**src/rtl/params.sv**
```systemverilog
// rtl/params.sv - transition mode codes and modulation field widths
package params;

  localparam logic [7:0] TRANSITION_MODE_SYNC_IDX  = 8'h00;
  localparam logic [7:0] TRANSITION_MODE_SYS_TIME  = 8'h01;
  localparam logic [7:0] TRANSITION_MODE_GPIO      = 8'h02;
  localparam logic [7:0] TRANSITION_MODE_EXT       = 8'hF0;
  localparam logic [7:0] TRANSITION_MODE_IMMEDIATE = 8'hFF;

  localparam int unsigned MOD_CYCLE_W = 15;
  localparam int unsigned MOD_REP_W   = 16;

endpackage

```
**src/rtl/settings.sv**
```systemverilog
// rtl/settings.sv - modulation settings record delivered by the controller
package settings;

  import params::*;

  typedef struct packed {
    logic                              UPDATE;
    logic                              REQ_RD_SEGMENT;
    logic [7:0]                        TRANSITION_MODE;
    logic [63:0]                       TRANSITION_VALUE;
    logic [1:0][MOD_CYCLE_W-1:0]       CYCLE;
    logic [1:0][MOD_REP_W-1:0]         REP;
  } mod_settings_t;

endpackage

```
**src/rtl/mod_segment_gpio_sync.sv**
```systemverilog
// rtl/mod_segment_gpio_sync.sv - 4-bit two-flop synchroniser with rising-edge detect
module mod_segment_gpio_sync (
  input  logic       CLK,
  input  logic       RST,
  input  logic [3:0] gpio_i,
  output logic [3:0] rise_o
);

  logic [3:0] meta_q;
  logic [3:0] sync_q;
  logic [3:0] prev_q;

  // Two synchroniser stages followed by a history register for edge detection.
  always_ff @(posedge CLK) begin
    if (RST) begin
      meta_q <= '0;
      sync_q <= '0;
      prev_q <= '0;
    end else begin
      meta_q <= gpio_i;
      sync_q <= meta_q;
      prev_q <= sync_q;
    end
  end

  assign rise_o = sync_q & ~prev_q;

endmodule

```
**src/rtl/mod_segment_sequencer.sv**
```systemverilog
// rtl/mod_segment_sequencer.sv - modulation segment sequencer; GPIO trigger mode under MOD_SEGMENT_SEQUENCER_GPIO_EN
module mod_segment_sequencer #(
  parameter int unsigned CYCLE_W = 15,
  parameter logic [15:0] REP_INF = 16'hFFFF
) (
  input  logic                    CLK,
  input  logic                    RST,
  input  settings::mod_settings_t MOD_SETTINGS,
  input  logic [63:0]             SYS_TIME,
  input  logic [3:0]              GPIO_IN,
  input  logic                    SAMPLE_TICK,
  input  logic [CYCLE_W-1:0]      IDX,
  output logic                    SEGMENT,
  output logic                    SWAP,
  output logic                    STOP,
  output logic                    BAD_MODE
);

  import params::*;

`ifdef MOD_SEGMENT_SEQUENCER_GPIO_EN
  typedef enum logic [2:0] {
    ST_RUN, ST_WAIT_IDX, ST_WAIT_TIME, ST_WAIT_GPIO, ST_EXT_RUN
  } state_e;
`else
  typedef enum logic [2:0] {
    ST_RUN, ST_WAIT_IDX, ST_WAIT_TIME, ST_EXT_RUN
  } state_e;
`endif

  state_e      state_q, state_d;
  logic        seg_q, seg_d;
  logic        swap_q, swap_d;
  logic        stop_q, stop_d;
  logic        bad_q, bad_d;
  logic [15:0] cnt_q, cnt_d;
  logic        req_seg_q, req_seg_d;
  logic [63:0] val_q, val_d;
  // go_q holds a swap decided on the previous edge; it lands on the next one.
  logic        go_q, go_d;
  logic        go_seg_q, go_seg_d;

  logic        loop_end;
  logic [15:0] rep_cur;
  logic        trig;
  logic        trig_seg;
  logic        upd_valid;

  assign loop_end = SAMPLE_TICK && (IDX == MOD_SETTINGS.CYCLE[seg_q][CYCLE_W-1:0]);
  assign rep_cur  = MOD_SETTINGS.REP[seg_q];

`ifdef MOD_SEGMENT_SEQUENCER_GPIO_EN
  logic [3:0] gpio_rise;
  logic       gpio_trig;

  mod_segment_gpio_sync u_gpio_sync (
    .CLK    (CLK),
    .RST    (RST),
    .gpio_i (GPIO_IN),
    .rise_o (gpio_rise)
  );

  assign gpio_trig = gpio_rise[val_q[1:0]];
`else
  logic unused_gpio;
  assign unused_gpio = ^GPIO_IN;
`endif

  // Register stage for state, pending request and the registered outputs.
  always_ff @(posedge CLK) begin
    if (RST) begin
      state_q   <= ST_RUN;
      seg_q     <= 1'b0;
      swap_q    <= 1'b0;
      stop_q    <= 1'b0;
      bad_q     <= 1'b0;
      cnt_q     <= '0;
      req_seg_q <= 1'b0;
      val_q     <= '0;
      go_q      <= 1'b0;
      go_seg_q  <= 1'b0;
    end else begin
      state_q   <= state_d;
      seg_q     <= seg_d;
      swap_q    <= swap_d;
      stop_q    <= stop_d;
      bad_q     <= bad_d;
      cnt_q     <= cnt_d;
      req_seg_q <= req_seg_d;
      val_q     <= val_d;
      go_q      <= go_d;
      go_seg_q  <= go_seg_d;
    end
  end

  // Next state: loop counting, wait triggers, update decode, then landing of a decided swap.
  always_comb begin
    state_d   = state_q;
    seg_d     = seg_q;
    swap_d    = 1'b0;
    stop_d    = stop_q;
    bad_d     = 1'b0;
    cnt_d     = cnt_q;
    req_seg_d = req_seg_q;
    val_d     = val_q;
    go_d      = 1'b0;
    go_seg_d  = go_seg_q;
    trig      = 1'b0;
    trig_seg  = req_seg_q;
    upd_valid = 1'b0;

    if (state_q != ST_EXT_RUN && !stop_q && loop_end) begin
      cnt_d = cnt_q + 16'd1;
      if (rep_cur != REP_INF && cnt_q == rep_cur) begin
        stop_d = 1'b1;
      end
    end

    case (state_q)
      ST_WAIT_IDX:  trig = loop_end && !stop_q;
      ST_WAIT_TIME: trig = (SYS_TIME >= val_q);
`ifdef MOD_SEGMENT_SEQUENCER_GPIO_EN
      ST_WAIT_GPIO: trig = gpio_trig;
`endif
      ST_EXT_RUN: begin
        trig     = loop_end;
        trig_seg = ~(go_q ? go_seg_q : seg_q);
      end
      default: trig = 1'b0;
    endcase

    if (trig) begin
      go_d     = 1'b1;
      go_seg_d = trig_seg;
      if (state_q != ST_EXT_RUN) begin
        state_d = ST_RUN;
      end
    end

    // A valid update discards any trigger found on this same edge.
    if (MOD_SETTINGS.UPDATE) begin
      upd_valid = 1'b1;
      case (MOD_SETTINGS.TRANSITION_MODE)
        TRANSITION_MODE_IMMEDIATE: begin
          go_d     = 1'b1;
          go_seg_d = MOD_SETTINGS.REQ_RD_SEGMENT;
          state_d  = ST_RUN;
        end
        TRANSITION_MODE_SYNC_IDX: begin
          if (stop_q) begin
            go_d     = 1'b1;
            go_seg_d = MOD_SETTINGS.REQ_RD_SEGMENT;
            state_d  = ST_RUN;
          end else begin
            go_d    = 1'b0;
            state_d = ST_WAIT_IDX;
          end
        end
        TRANSITION_MODE_SYS_TIME: begin
          go_d    = 1'b0;
          state_d = ST_WAIT_TIME;
        end
`ifdef MOD_SEGMENT_SEQUENCER_GPIO_EN
        TRANSITION_MODE_GPIO: begin
          go_d    = 1'b0;
          state_d = ST_WAIT_GPIO;
        end
`else
        TRANSITION_MODE_GPIO: begin
          bad_d     = 1'b1;
          upd_valid = 1'b0;
        end
`endif
        TRANSITION_MODE_EXT: begin
          go_d     = 1'b1;
          go_seg_d = MOD_SETTINGS.REQ_RD_SEGMENT;
          state_d  = ST_EXT_RUN;
        end
        default: begin
          bad_d     = 1'b1;
          upd_valid = 1'b0;
        end
      endcase
      if (upd_valid) begin
        req_seg_d = MOD_SETTINGS.REQ_RD_SEGMENT;
        val_d     = MOD_SETTINGS.TRANSITION_VALUE;
      end
    end

    // Landing a swap restarts loop accounting regardless of what counted above.
    if (go_q) begin
      seg_d  = go_seg_q;
      swap_d = 1'b1;
      cnt_d  = '0;
      stop_d = 1'b0;
    end
  end

  assign SEGMENT  = seg_q;
  assign SWAP     = swap_q;
  assign STOP     = stop_q;
  assign BAD_MODE = bad_q;

endmodule

```
**config.mk**
```make
export PLATFORM = sky130hd
export DESIGN_NAME = mod_segment_sequencer
export DESIGN_NICKNAME = d
export VERILOG_FILES = /design/src/rtl/params.sv /design/src/rtl/settings.sv /design/src/rtl/mod_segment_gpio_sync.sv /design/src/rtl/mod_segment_sequencer.sv
export SDC_FILE = /design/constraint.sdc
export NUM_CORES = 1
export LEC_CHECK = 0
export ABC_AREA = 1
export BUFFER_PORTS_ARGS = -buffer_cell sky130_fd_sc_hd__buf_2
export CORE_MARGIN = 8
export CORE_UTILIZATION = 54
export DETAILED_ROUTE_END_ITERATION = 16
export PLACE_DENSITY = 0.9
export SLEW_MARGIN = 25
export SYNTH_ARGS = -nofsm -noshare
export SYNTH_HDL_FRONTEND = slang
export SYNTH_HIERARCHICAL = 1
export SYNTH_SLANG_ARGS = --single-unit
```
**constraint.sdc**
```tcl
create_clock -name CLK -period 5.1 [get_ports CLK]
set_clock_uncertainty 0.15 [all_clocks]
set_input_delay 1.02 -clock CLK [delete_from_list [all_inputs] [get_ports CLK]]
set_output_delay 1.02 -clock CLK [all_outputs]
set_load 0.02 [all_outputs]
```
# Word-level counts from Yosys, hierarchy flattened
# Cells that the tools add are included.
# totals
inputBits	222
ff_bits	90
output_inout_bits	4
wordCells	62
# op_classes
add_sub_neg	1
n_bitwise	2
n_lt_le_gt_ge	2
n_mux	24
reduce_logical	13
eq_ne	10
# ops
op	count
$ge A64 B64 Y1	1
$mux W16	2
$mux W15	2
$add A16 B1 Y16 const B	1
$eq A16 B16 Y1	1
$eq A8 B8 Y1 const B	2
$ne A16 B16 Y1 const B	1
$eq A15 B15 Y1	1
$mux W1	13
$pmux W3 S4	1
$mux W3	3
$eq A8 B1 Y1 const B	1
$logic_not A8 Y1	1
$eq A3 B2 Y1 const B	2
$pmux W1 S3	2
$reduce_or A2 Y1	3
$logic_and A1 B1 Y1	5
$reduce_and A2 Y1	2
$reduce_or A4 Y1	1
$eq A3 B1 Y1 const B	1
$ne A3 B2 Y1 const B	1
$lt A1 B2 Y1 const B	1
$not A1 Y1	2
$pmux W1 S2	1
$logic_not A1 Y1	1

# Longest topological paths before layout
# depth
word_depth	10
depth_mapped	20
mapped_depth_nobuf	20

# Least setup slack after synthesis
# OpenSTA, ideal clock, no wires.
# synth_timing
kind	input-to-reg
startpoint	in SYS_TIME[55]
endpoint	reg go_seg_q
stages	15
setup_slack_ns	2.499
n_path_buf	0
required_time_ns	4.837
setup_time_ns	0.113
arrival_ns	2.338
cell_sequence	ha_1 -> nand2_1 -> nor2_1 -> nor3b_1 -> nand2_1 -> nor2_1 -> nand2_1 -> nand2_1 -> nor2_1 -> nand2_1 -> nand2_1 -> nand2_1 -> nand2_1 -> nand3_1 -> nand2_1
# synth_via
elab_chain_cells	6
# synth_rtl
element	line	source
from (decl)	mod_segment_sequencer.sv:9	input logic [63:0] SYS_TIME,
$ge A64 B64 Y1 (*)	mod_segment_sequencer.sv:121	ST_WAIT_TIME: trig = (SYS_TIME >= val_q);
$pmux W1 S3 (*)	mod_segment_sequencer.sv:119	case (state_q)
$mux W1 (*)	mod_segment_sequencer.sv:132	if (trig) begin
$mux W1	mod_segment_sequencer.sv:150	if (stop_q) begin
$pmux W1 S2	mod_segment_sequencer.sv:143	case (MOD_SETTINGS.TRANSITION_MODE)
$mux W1 (*)	mod_segment_sequencer.sv:141	if (MOD_SETTINGS.UPDATE) begin
to (signal assigned)	mod_segment_sequencer.sv:92	go_seg_q <= go_seg_d;
to (decl)	mod_segment_sequencer.sv:41	logic go_seg_q, go_seg_d;
# Every way passes the cells marked *; elsewhere a longest branch is shown, timed or not.
# A chain may end at the register's enable or synchronous reset.

# Final worst setup path
# layout_timing
startpoint	in MOD_SETTINGS[128] (netlist bit)
endpoint	reg val_q[1]
# layout_via
elab_chain_cells	5
word_cells_on_any_way	8
classes_between	eq/ne (3); mux (2); reduce/logical (3)
# layout_rtl
element	line	source
from (decl)	mod_segment_sequencer.sv:8	input settings::mod_settings_t MOD_SETTINGS,
$eq A8 B8 Y1 (tied with other cells)	mod_segment_sequencer.sv:143	
$reduce_or A4 Y1 (no line) (*)	-	
$mux W1 (*)	mod_segment_sequencer.sv:143	
$mux W1 (*)	mod_segment_sequencer.sv:141	
$reduce_and A2 Y1 (no line) (*)	-	
to (signal assigned)	mod_segment_sequencer.sv:90	val_q <= val_d;
to (decl)	mod_segment_sequencer.sv:38	logic [63:0] val_q, val_d;
# Every way passes the cells marked *; elsewhere a longest branch is shown, timed or not. The select of a mux whose other input is x is not followed.

==> results.txt <==
The biggest area contributor in the post-synthesis netlist is sky130_fd_sc_hd__dfxtp_1. Sorting the synthesized cells by area gives the leading types as sky130_fd_sc_hd__dfxtp_1 (30%), sky130_fd_sc_hd__ha_1 (13%), sky130_fd_sc_hd__nand2_1 (8.9%). In the final routed layout, each cell accounts on average for 13.4 um. Gates resized during post-CTS repair numbered 0.

During placement, the flow inserted port buffers numbering 221. The critical path is of the primary input to register type. The power density over the cells came out at 217 nW/um^2. After detailed routing, the number of remaining DRC violations is 0. The H-tree was split into 3 levels.

The number of routed nets with antenna violations came out at 0. Counting instances in the post-synthesis netlist gives the leading cell types as sky130_fd_sc_hd__nand2_1 (144), sky130_fd_sc_hd__inv_1 (140), sky130_fd_sc_hd__a21oi_1 (106), sky130_fd_sc_hd__o21ai_0 (91), sky130_fd_sc_hd__dfxtp_1 (90). Using the TritonRoute via totals, the vias-per-cell ratio works out to 5.08.

The worst path uses 56.4% of the clock period. The total I/O pin count came out at 226. Share of the yosys chip area belonging to registers: 29.6%. The die covers 14900 sq um. The flip-flop count of the largest register, all copies and words added was 64. The analysis attributes to cell leakage a power of 3.40 nW. In the synthesized netlist, the number of instances is 877.

The tools report the DRC violation total after the first TritonRoute iteration as 245. The layout has 965 filler cells. The headroom to the max-slew limit is 46.6%, and the flip-flop and latch count after synthesis is 90. Maximum fanout along the worst path: 127. The worst setup path is captured at a register. TritonCTS built the clock tree. For the number of buffers inserted during clock tree synthesis, the log shows 9. Entering global routing, the biggest net connects 128 pins. At the end of the flow, the number of nets in the layout was 1365.

Counting flops with an async set or reset pin after synthesis yields a share of 0%. The final-report hold violation count is 0. The clock sink count came out at 90. The worst hold path belongs to the class register to register.

Data arrives at the worst endpoint at 2.91 ns. The number of antenna violations at the first check in global routing was 2. The signal on the critical path passes through buf_2, nor2_1, nand2_1, nor2_1, nor2_1, nand2_2, nor2_1, nor2_2, clkinv_2, buf_6, o21ai_0, a21oi_1. The core region is 10900 sq um. Data on the critical path is required at its endpoint by 5.13 ns. Counting tap cells, the placed design contains a total of 1207 instances. Cell family contributing the most delay on the critical path: simple AND/OR/NAND/NOR gates. The number of setup buffers added after CTS is 0. The clock-pin slew on the worst setup and hold paths came out at 0.06 ns. The run gives 2 as the maximum buffer depth of the clock tree. The tools report the number of global-route vias before repair as 5873. The congestion estimate from routability-driven global placement came to 0.897.

Setup violations remaining at the end of the flow were counted as 0. Adding up every negative setup slack in the final design gives 0 ns. The largest voltage drop on the vdd net is 0.126 mV, and the post-placement cell area is 7180 sq um. Once the floorplan was initialized, standard cells occupied 55.6% of the core. For the final HPWL from detailed placement, the log shows 13100 um. The post-layout minimum cycle time was 2.87 ns; the number of buffers and inverters on the critical path was 3.

Global routing consumed, over all layers together, 21.1% of the routing resources. For this run, the leading register cell type out of synthesis is sky130_fd_sc_hd__dfxtp_1. The vertical die dimension is 122 um.

The tools report the worst-case hold slack as 0.303 ns. The run gives 0 as the number of pins with negative max-slew slack in the final report. The largest individual stage delay along the critical path comes from the cell sky130_fd_sc_hd__buf_6.

At the later pin of the worst-skew pair, clock insertion delay measures 0.33 ns. The total number of vias was 6217; the fmax was 348 MHz. The logs give 5 for the number of optimization iterations in the first detailed-route pass and 39 for the distinct cell type count of the synthesized netlist. The share of the synthesized area in the top cell type was 29.6%; the count of standard-cell rows was 38. The run finished with clean final reports. In the final layout, the registers with the most flip-flops are val_q (64), cnt_q (16), state_q (3). The growth of design area from synthesis to finish was 23.2%.

For the pin with the worst max-slew slack, the measured transition is 0.799 ns. Width of the chip: 122 um. When the netlist entered floorplanning its net count stood at 1164. Setup repair after global routing left no endpoint under its margin. The number of cells in the finished layout apart from fillers is 1223, and the total number of yosys warnings is 6. The delay of the slowest cell on the worst path was 0.33 ns. Of the cells placed in the final design, the portion with a size suffix greater than 1 is 23.2%. The cell area that synthesis handed to floorplanning was 6080 sq um. For this run the aggregate overflow at the end of global routing stands at 0.

The first global-routing pass estimated 26000 um of wire. Averaged over all synthesized cells, the footprint is 6.94 sq um. Most frequent cell on the critical path: sky130_fd_sc_hd__nor2_1. Max-cap violations in this run came to 0.

The CTS root buffer was sky130_fd_sc_hd__clkbuf_16. val_q holds more flip-flops than any other register. In this run, synthesis inferred 0 flip-flops with an integrated enable.

The tools report the startpoint class of the critical path as a primary input. Summed over all layers, the routed wires come to 16300 um. Most frequently used cell type in the post-synthesis netlist: sky130_fd_sc_hd__nand2_1.

The post-route standard cell area excluding fillers came out at 7500 sq um. The hold-fix buffer count after cts came out at 0.
path summary, 6_finish.rpt:
| kind | startpoint | end | slack [ns] | cells past startpoint |
|---|---|---|---|---|
| worst min register to register | go_q | SWAP | 0.30 | 2 |
| worst max register to register | SEGMENT | cnt_q[2] | 2.56 | 10 |
| worst min-delay path | go_q | SWAP | 0.30 | 2 |
| worst max-delay path | MOD_SETTINGS[128] | val_q[1] | 2.23 | 12 |
worst register-to-register path, cell delays in order, from the launching register on:
cell and delay, ns:
sky130_fd_sc_hd__dfxtp_4 0.69, sky130_fd_sc_hd__o21ai_0 0.27, sky130_fd_sc_hd__xnor2_1 0.25, sky130_fd_sc_hd__nand3_2 0.10, sky130_fd_sc_hd__nor2_2 0.24, sky130_fd_sc_hd__and2_4 0.28, sky130_fd_sc_hd__nand2_2 0.14, sky130_fd_sc_hd__nor2_1 0.16
sky130_fd_sc_hd__nand2_1 0.07, sky130_fd_sc_hd__nand2_1 0.06, sky130_fd_sc_hd__nor2_1 0.04
logic make-up after synthesis:
kind of cell	synth area share [%]
AND/OR/NAND/NOR	21.5
AO/OA/AOI/OAI	18.3
buffers and inverters	12.0
flip-flops	29.6
adder cells (fa/ha/maj)	13.4
XOR/XNOR	4.90
multiplexers	0.329
placed cells by master, fill, tap and decap left out, types with 3 or more instances in the layout:
cell type                   instances
sky130_fd_sc_hd__o21ai_1           12
sky130_fd_sc_hd__nor4_1             7
sky130_fd_sc_hd__buf_2            221
sky130_fd_sc_hd__nand2_1          144
sky130_fd_sc_hd__xnor2_1           11
sky130_fd_sc_hd__nor2_2             3
sky130_fd_sc_hd__a21oi_1          106
sky130_fd_sc_hd__clkbuf_16          9
sky130_fd_sc_hd__or2_2              3
sky130_fd_sc_hd__clkbuf_8           3
sky130_fd_sc_hd__inv_1            140
sky130_fd_sc_hd__xor2_1            23
sky130_fd_sc_hd__nand3_1           23
sky130_fd_sc_hd__nor2_1            62
sky130_fd_sc_hd__ha_1              65
sky130_fd_sc_hd__dfxtp_1           89
sky130_fd_sc_hd__nor3_1            12
sky130_fd_sc_hd__o21ai_0           91
sky130_fd_sc_hd__nand4_1           27
report_power, final:
| part | total (mW) | switching, mW | internal, mW |
|---|---|---|---|
| sequential | 0.709 | 0.00160 | 0.707 |
| clock | 0.682 | 0.265 | 0.417 |
| combinational | 0.234 | 0.116 | 0.119 |
layout make-up:
| type | instances | area (sq um) | area share (%) |
|---|---|---|---|
| flip-flops and latches | 90 | 1810 | 24.1 |
| inverters | 141 | 531 | 7.08 |
| clock inverters | 2 | 35.0 | 0.467 |
| multi-input cells | 613 | 3550 | 47.4 |
| diodes | 1 | 2.50 | 0.0334 |
| well taps | 140 | 175 | 2.34 |
| repair buffers | 223 | 1120 | 15.0 |
| clock buffers | 13 | 270 | 3.61 |
metrics by stage:
stage / setup slack, ns / utilization [%] / power, mW
2_1_floorplan: 2.50 / - / 0.847
3_3_place_gp: 1.78 / 65.7 / 0.952
3_5_place_dp: 1.75 / 65.7 / 0.959
4_1_cts: 2.05 / 68.5 / 1.64
5_1_grt: 1.94 / 68.5 / 1.70
6_report: 2.23 / 68.5 / 1.63
layer usage:
layer / GRT usage (%) / wire, um / up-vias
met4: 7.54 / 325 / 2
met5: 0 / 10 / -
met3: 7.45 / 1760 / 27
met1: 24.2 / 6700 / 2692
met2: 35.6 / 7530 / 217
li1: - / - / 3279
(Power assumes the default switching activity.)
